--- config.mk ---
export PLATFORM = sky130hd
export DESIGN_NAME = jtkicker_romrq
export DESIGN_NICKNAME = d
export VERILOG_FILES = /design/src/rtl/jtkicker_romrq.sv
export SDC_FILE = /design/constraint.sdc
export NUM_CORES = 1
export LEC_CHECK = 0
export ABC_CLOCK_PERIOD_IN_PS = 3100
export CAP_MARGIN = 20
export CORE_MARGIN = 2
export CORE_UTILIZATION = 30
export DETAILED_ROUTE_END_ITERATION = 16
export PLACE_DENSITY_LB_ADDON = 0.12
export SYNTH_ARGS = -nofsm -noshare
export SYNTH_HDL_FRONTEND = slang
export SYNTH_SLANG_ARGS = --single-unit
--- constraint.sdc ---
create_clock -name clk -period 3.1 [get_ports clk]
set_input_delay 0.62 -clock clk [delete_from_list [all_inputs] [get_ports clk]]
set_output_delay 0.62 -clock clk [all_outputs]
set_load 0.005 [all_outputs]
--- src/rtl/jtkicker_romrq.sv ---
// Main-CPU ROM read responder: byte reads -> 16-bit SDRAM word fetches, tag-store hits answered combinationally.
// Define JTKICKER_ROMRQ_2WAY_EN for a two-entry LRU store; default is a single entry.
module jtkicker_romrq #(
  parameter int          AW     = 16,
  parameter logic [21:0] OFFSET = 22'h0
) (
  input  logic          clk,
  input  logic          rst,
  input  logic          rom_cs,
  input  logic [AW-1:0] rom_addr,
  output logic [7:0]    rom_data,
  output logic          rom_ok,
  output logic          sdram_req,
  output logic [21:0]   sdram_addr,
  input  logic          sdram_ack,
  input  logic          sdram_rdy,
  input  logic [15:0]   sdram_din
);

  localparam int TW = AW - 1;
`ifdef JTKICKER_ROMRQ_2WAY_EN
  localparam int NW = 2;
`else
  localparam int NW = 1;
`endif

  typedef enum logic [1:0] {IDLE, REQ, WAIT} state_t;

  state_t          state, state_nx;
  logic [TW-1:0]   rom_tag, tag_pend;
  logic [21:0]     word_addr;
  logic [NW-1:0]   valid, hit_vec, victim;
  logic [TW-1:0]   tags  [NW];
  logic [15:0]     words [NW];
  logic [15:0]     hit_word;
  logic            hit, fill;

  assign rom_tag   = rom_addr[AW-1:1];
  assign word_addr = OFFSET + 22'(rom_tag);

  always_comb begin
    hit_vec  = '0;
    hit_word = words[0];
    for (int i = 0; i < NW; i++) begin
      hit_vec[i] = valid[i] && (tags[i] == rom_tag);
      if (hit_vec[i]) hit_word = words[i];
    end
  end

  assign hit      = rom_cs && (|hit_vec);
  assign rom_ok   = hit;
  assign rom_data = rom_addr[0] ? hit_word[15:8] : hit_word[7:0];

`ifdef JTKICKER_ROMRQ_2WAY_EN
  logic lru;  // index of the least-recently-used way

  // A same-cycle hit protects the way it touched from being the fill victim.
  always_comb begin
    if (hit) victim = hit_vec[0] ? 2'b10 : 2'b01;
    else     victim = lru ? 2'b10 : 2'b01;
  end

  always_ff @(posedge clk) begin
    if (rst)       lru <= 1'b0;
    else if (fill) lru <= victim[0];
    else if (hit)  lru <= hit_vec[0];
  end
`else
  assign victim = 1'b1;
`endif

  always_ff @(posedge clk) begin
    if (rst) state <= IDLE;
    else     state <= state_nx;
  end

  always_comb begin
    state_nx = state;
    case (state)
      IDLE:    if (rom_cs && !hit) state_nx = REQ;
      REQ:     if (sdram_ack) state_nx = sdram_rdy ? IDLE : WAIT;
      WAIT:    if (sdram_rdy) state_nx = IDLE;
      default: state_nx = IDLE;
    endcase
  end

  always_comb begin
    sdram_req = (state == REQ);
    fill      = ((state == REQ) && sdram_ack && sdram_rdy) ||
                ((state == WAIT) && sdram_rdy);
  end

  always_ff @(posedge clk) begin
    if (rst) begin
      sdram_addr <= '0;
      tag_pend   <= '0;
      valid      <= '0;
      for (int i = 0; i < NW; i++) begin
        tags[i]  <= '0;
        words[i] <= '0;
      end
    end else begin
      if (state == IDLE && rom_cs && !hit) begin
        sdram_addr <= word_addr;
        tag_pend   <= rom_tag;
      end
      for (int i = 0; i < NW; i++) begin
        if (fill && victim[i]) begin
          valid[i] <= 1'b1;
          tags[i]  <= tag_pend;
          words[i] <= sdram_din;
        end
      end
    end
  end

endmodule

==> flow_metrics.py, run 1 <==
metrics = {
    "timing": {
        "fmax_mhz": 335.7,
        "finalCritPeriodShare_pct": 96.11,
        "rsz0062_at_grt": "no",
        "finalSetupViolCount": 0,
        "fin_ws_ns": 0.1207,
        "post-route-min-period_ns": 2.979,
        "hold_violations": 0,
        "final-max-slew-violation-count": 0,
        "hold-worst-slack_ns": 0.4778,
        "tightest_slew_ns": 0.5337,
        "clock_skew_ns": 0.007441,
        "setup_tns_ns": 0,
        "max_slew_margin_pct": 64.29,
    },
    "cells_and_area": {
        "layout.nets": 288,
        "drive_gt1_share_pct": 11.11,
        "antennaDiodeCount": 0,
        "layout_commonest_cell": "clkdlybuf4s50_1",
        "final_cell_mix": "55 x clkdlybuf4s50_1, 31 x and2_1, 31 x edfxtp_1",
        "multi_input_area_um2": 943.4,
        "fin_util_pct": 42.86,
        "seq_area_um2": 1291,
        "nFillCells": 749,
        "area_growth_syn_to_layout_pct": 37.25,
    },
    "worst_hold_path": {
        "hold_class": "flop to flop",
    },
    "detailed_routing": {
        "route.detailed.drc": 0,
        "vias": 1494,
        "avgViaCountPerCell": 4.256,
        "wl_per_cell_um": 13.43,
        "drt.antenna.violating_nets": 0,
        "dr.pass1.iters": 4,
        "dr.first_iter.drc_count": 38,
        "wl_um": 4714,
    },
    "critical_path": {
        "arrival_ns": 2.36,
        "critPathCaptureType": "output pin",
        "setup.worst_path.class": "primary input to output pin",
        "cp_num_buf_inv": 2,
        "cp.required_ns": 2.48,
        "worstPathMaxFanout": 2,
        "cp-start-kind": "primary input",
        "path_cells": "clkdlybuf4s50_1 > xnor2_1 > nand4_1 > nor4_2 > and2_4 > clkdlybuf4s50_1",
        "cpMaxStageDelayCell": "clkdlybuf4s50_1",
        "cpMostUsedCell": "clkdlybuf4s50_1",
        "cpPeakStageDelay_ns": 0.49,
        "regToRegSetupSlack_ns": 0.89,
        "crit_family": "buffers and inverters",
    },
    "status": {
        "outcome": "complete, no violations",
    },
    "floorplanning": {
        "die_y_um": 91.13,
        "core_area_um2": 7292,
        "row_count": 31,
        "start_util_pct": 31.23,
        "die_area_um2": 8304,
        "io_pins": 69,
        "die_x_um": 91.13,
    },
    "synthesis": {
        "yosys.area.top_type": "edfxtp_1",
        "synthCells": 185,
        "synth-seq-area-share_pct": 56.70,
        "synthesis.area_um2": 2277,
        "avgSynthCellArea_um2": 12.31,
        "netlist_top_cells_area": "edfxtp_1 41%, dfxtp_1 16%, and2_1 8.5%, nand2b_1 7.7%, mux2i_1 6.6%",
        "yosysWarnings": 0,
        "ys_ff_latch": 49,
        "synthDistinctLibCells": 25,
        "yosys.area.top_type_share_pct": 40.88,
    },
    "clock_network": {
        "cts_setup_buffers": 0,
        "cts_tree": "yes",
        "cts_buffers": 5,
        "cts_hold_buf": 0,
        "root_buffer": "clkbuf_8",
        "path_clk_slew_ns": 0.08,
        "htree_levels": 2,
        "cts_sinks": 49,
        "clock_latency_ns": 0.30,
        "clockBufferDepth": 2,
    },
    "job": {
        "cap_violations": 0,
    },
    "power_and_ir_drop": {
        "power.total_uw": 1318,
        "ir_worst_vdd_mv": 0.1680,
        "power.leakage_uw": 0.001219,
        "powerDensity_nw_per_um2": 421.8,
    },
    "global_routing": {
        "grt_usage_pct": 11.52,
        "grt_pass1_vias": 1466,
        "grt_pass1_wl_um": 7334,
        "overflow": 0,
        "antenna_found_initial": 0,
        "grt_max_degree": 35,
    },
    "placement": {
        "gp_congestion": 0.7134,
        "place.detailed.hpwl_um": 3318,
        "numPortBuffers": 61,
        "dp_slack_ns": -0.1027,
    },
}
==> report_power, final <==
part	internal, uW	switching (uW)	total [uW]
Combinational	131	78.6	210
Sequential	730	19.1	749
Clock	158	202	359
==> stage by stage <==
step	instance area [um2]	cells
5_1_grt	3126	351
4_1_cts	3097	350
6_report	3126	351
3_5_place_dp	2988	342
3_3_place_gp	2988	342
2_1_floorplan	2300	191
==> synth_stat cells <==
library cell,count
and2_1,31
buf_8,1
a21oi_1,2
buf_4,7
nand2_1,1
nor2_1,2
nand4_1,4
nor2b_1,3
nand2b_1,28
mux2_2,8
clkbuf_1,7
a21o_1,1
and2_2,1
conb_1,1
edfxtp_1,31
buf_6,1
inv_1,1
mux2i_1,15
nor3b_1,1
nor4b_1,1
or2b_1,3
o21a_1,1
dfxtp_1,18
xnor2_1,15
nor4_1,1
==> cells by family after synthesis <==
logic type	synth area share, %
AO/OA/AOI/OAI	1.099
XOR/XNOR	5.769
buffers and inverters	4.780
flip-flops	56.70
multiplexers	10.55
other	0.1647
AND/OR/NAND/NOR	20.93
==> worst paths after layout <==
check / depth (start not counted) / start / endpoint
min reg2reg: 2 / valid$_SDFFE_PP0P_ / valid$_SDFFE_PP0P_
max reg2reg: 8 / tags[0][14]$_SDFFCE_PN0P_ / tag_pend[3]$_SDFFE_PP0P_
max: 6 / rom_addr[10] / rom_ok
min: 2 / valid$_SDFFE_PP0P_ / valid$_SDFFE_PP0P_
==> worst min-delay path, stage by stage (launching register included) <==
cell and delay, ns:
dfxtp_1 0.34, a21oi_1 0.04, nor2_1 0.07
==> registers in the layout (all words and copies together) (netlist names) <==
name      count
state         2
tag_pend     15
tags         15
valid         1
words        16
==> per-layer routing <==
layer | vias up | GRT usage, % | part of all wire [%]
met2 | 49 | 18.21 | 45
met1 | 703 | 15.34 | 48
met4 | 0 | 3.788 | 1.2
li1 | 736 | - | -
met3 | 6 | 3.071 | 5.1
met5 | - | 0 | 0
==> final cells by class <==
type,count,area share (%)
clock buffers,7,2.442
clock inverters,1,0.1201
inverters,1,0.1201
multi-input cells,125,30.18
flip-flops and latches,49,41.31
well taps,99,3.963
repair buffers,69,21.86
==> timing repair <==
action,4_1_cts,5_1_grt
resized for setup,4,8
pin swaps,0,9
endpoints found under the setup margin,1,1
No activity file was read; power rests on OpenSTA's default activity.
==> run 2: changes to the inputs <==
--- a/config.mk
+++ b/config.mk
@@ -11,6 +11,7 @@
 export CORE_UTILIZATION = 30
 export DETAILED_ROUTE_END_ITERATION = 16
 export PLACE_DENSITY_LB_ADDON = 0.12
+export SETUP_SLACK_MARGIN = 0.3
 export SYNTH_ARGS = -nofsm -noshare
 export SYNTH_HDL_FRONTEND = slang
 export SYNTH_SLANG_ARGS = --single-unit
==> run 2 against run 1 <==
Hold slack better by 0.0042 ns. Utilization hardly changed. Clock skew hardly changed. Non-clock buffer count is 1 lower. Total power hardly changed. Cell count is 0.28% lower. Fmax is 11% higher. Register-to-register slack better by 0.03 ns. Worst setup slack better by 0.29 ns. Combinational power hardly changed. Count of clock-buffer cells in the layout stayed put. Highest routed layer unchanged.
==> flow_metrics.py, run 2 (same netlist as run 1, synthesis figures left out) <==
metrics = {
    "global_routing": {
        "grt_pass1_wl_um": 7362,
        "grt_pass1_vias": 1476,
        "grt_max_degree": 35,
        "overflow": 0,
        "grt_usage_pct": 11.59,
        "antenna_found_initial": 0,
    },
    "detailed_routing": {
        "vias": 1504,
        "wl_um": 4729,
        "drt.antenna.violating_nets": 0,
        "avgViaCountPerCell": 4.297,
        "wl_per_cell_um": 13.51,
        "dr.pass1.iters": 4,
        "route.detailed.drc": 0,
        "dr.first_iter.drc_count": 40,
    },
    "placement": {
        "numPortBuffers": 61,
        "place.detailed.hpwl_um": 3318,
        "dp_slack_ns": -0.1027,
        "post_dp_cell_area_um2": 2988,
        "gp_congestion": 0.7134,
        "dp_cells": 342,
    },
    "power_and_ir_drop": {
        "power.total_uw": 1318,
        "pwr-share-clk_pct": 27.3,
        "ir_worst_vdd_mv": 0.1682,
        "p_int_uw": 1017,
        "power.leakage_uw": 0.001232,
        "seqPwrFrac_pct": 56.9,
        "power.switching_uw": 300.9,
        "swShare_pct": 22.84,
        "powerDensity_nw_per_um2": 421.9,
        "p_comb_share_pct": 15.8,
    },
    "worst_hold_path": {
        "hold_class": "flop to flop",
    },
    "floorplanning": {
        "row_count": 31,
        "die_y_um": 91.13,
        "io_pins": 69,
        "start_util_pct": 31.23,
        "die_x_um": 91.13,
        "die_area_um2": 8304,
        "core_area_um2": 7292,
    },
    "cells_and_area": {
        "layout_commonest_cell": "clkdlybuf4s50_1",
        "top_regs": "words (16), tag_pend (15), tags (15)",
        "design_area_um2": 3123,
        "area_growth_syn_to_layout_pct": 37.14,
        "drive_gt1_share_pct": 11.16,
        "fin_cells": 350,
        "layout.nets": 287,
        "top_register": "words",
        "final_cell_mix": "47 x clkdlybuf4s50_1, 31 x and2_1, 31 x edfxtp_1",
        "largest_reg_flops": 16,
        "antennaDiodeCount": 0,
    },
    "clock_network": {
        "cts_buffers": 5,
        "path_clk_slew_ns": 0.08,
        "cts_tree": "yes",
        "root_buffer": "clkbuf_8",
        "cts_sinks": 49,
        "cts_hold_buf": 0,
        "clock_latency_ns": 0.30,
        "cts_setup_buffers": 0,
        "htree_levels": 2,
        "clockBufferDepth": 2,
    },
    "critical_path": {
        "setup.worst_path.class": "primary input to output pin",
        "arrival_ns": 2.07,
        "critPathCaptureType": "output pin",
        "cp.required_ns": 2.48,
        "cp-start-kind": "primary input",
        "worstPathMaxFanout": 2,
    },
    "timing": {
        "finalSetupViolCount": 0,
        "tightest_slew_ns": 0.7028,
        "rsz0062_at_grt": "no",
        "max_slew_margin_pct": 52.95,
        "hold_violations": 0,
        "fmax_mhz": 371.8,
        "clock_skew_ns": 0.007016,
        "final-max-slew-violation-count": 0,
        "fin_ws_ns": 0.4102,
        "finalCritPeriodShare_pct": 86.77,
        "post-route-min-period_ns": 2.690,
    },
    "status": {
        "outcome": "complete, no violations",
    },
    "job": {
        "cap_violations": 0,
    },
}
## run 2: cell types whose count changed in the layout (fill, tap and decap cells not counted)
cell             before  now
dlygate4sd2_1         0    9
dlymetal6s2s_1        6    5
nor4b_2               1    0
clkdlybuf4s50_1      55   47
xnor2_1              11   10
buf_2                 1    0
xnor2_2               4    5
nor4b_4               0    1
## run 2: layer usage
metal / wire, um / vias to the layer above / track usage [%]
met2: 2142 / 51 / 18.27
met1: 2217 / 710 / 15.02
met4: 81 / 0 / 4.293
met5: 0 / - / 0
li1: - / 734 / -
met3: 287 / 9 / 3.485
## run 2: metrics by stage
| step | util, % | setup TNS [ns] | hold WS, ns |
|---|---|---|---|
| 2_1_floorplan | - | 0 | 0.4364 |
| 3_3_place_gp | 40.97 | -0.6612 | 0.4462 |
| 3_5_place_dp | 40.97 | -0.9472 | 0.4589 |
| 4_1_cts | 42.66 | 0 | 0.4820 |
| 5_1_grt | 42.83 | 0 | 0.5069 |
| 6_report | 42.83 | 0 | 0.4820 |
## run 2: final timing paths
kind                                                 end                 startpoint  depth (start not counted)  slack, ns
worst min register to register        valid$_SDFFE_PP0P_         valid$_SDFFE_PP0P_                          2       0.48
worst max-delay path                              rom_ok               rom_addr[13]                          6       0.41
worst max register to register  tag_pend[3]$_SDFFE_PP0P_  tags[0][14]$_SDFFCE_PN0P_                          7       0.92
worst min-delay path                  valid$_SDFFE_PP0P_         valid$_SDFFE_PP0P_                          2       0.48
## run 2: layout make-up
type                            instances  area (um2)
Multi-Input combinational cell        125       959.7
Fill cell                             749        4169
Inverter                                1       3.754
Timing Repair Buffer                   68       664.4
Sequential cell                        49        1291
Tap cell                               99       123.9
Clock buffer                            7       76.32
Clock inverter                          1       3.754
## run 2: worst max-delay path: stages
cell,delay [ns]
clkdlybuf4s50_1,0.50
xnor2_1,0.14
nand4_1,0.13
nor4_2,0.28
and2_4,0.18
dlygate4sd2_1,0.23
## run 2: power by group through the flow
stage | registers [uW] | logic [uW] | clock network [uW]
finish | 750 | 208 | 360
global route | 755 | 226 | 397
CTS | 751 | 213 | 376
detailed placement | 763 | 210 | 0
global placement | 765 | 210 | 0
floorplan | 761 | 97.2 | 0
## run 2: timing repair
| action | in CTS | in global routing |
|---|---|---|
| pin swaps | 7 | 6 |
| gates cloned | 0 | 0 |
| setup endpoints to repair | 11 | 9 |
| hold endpoints to repair | 0 | 0 |
| resized for setup | 17 | 5 |
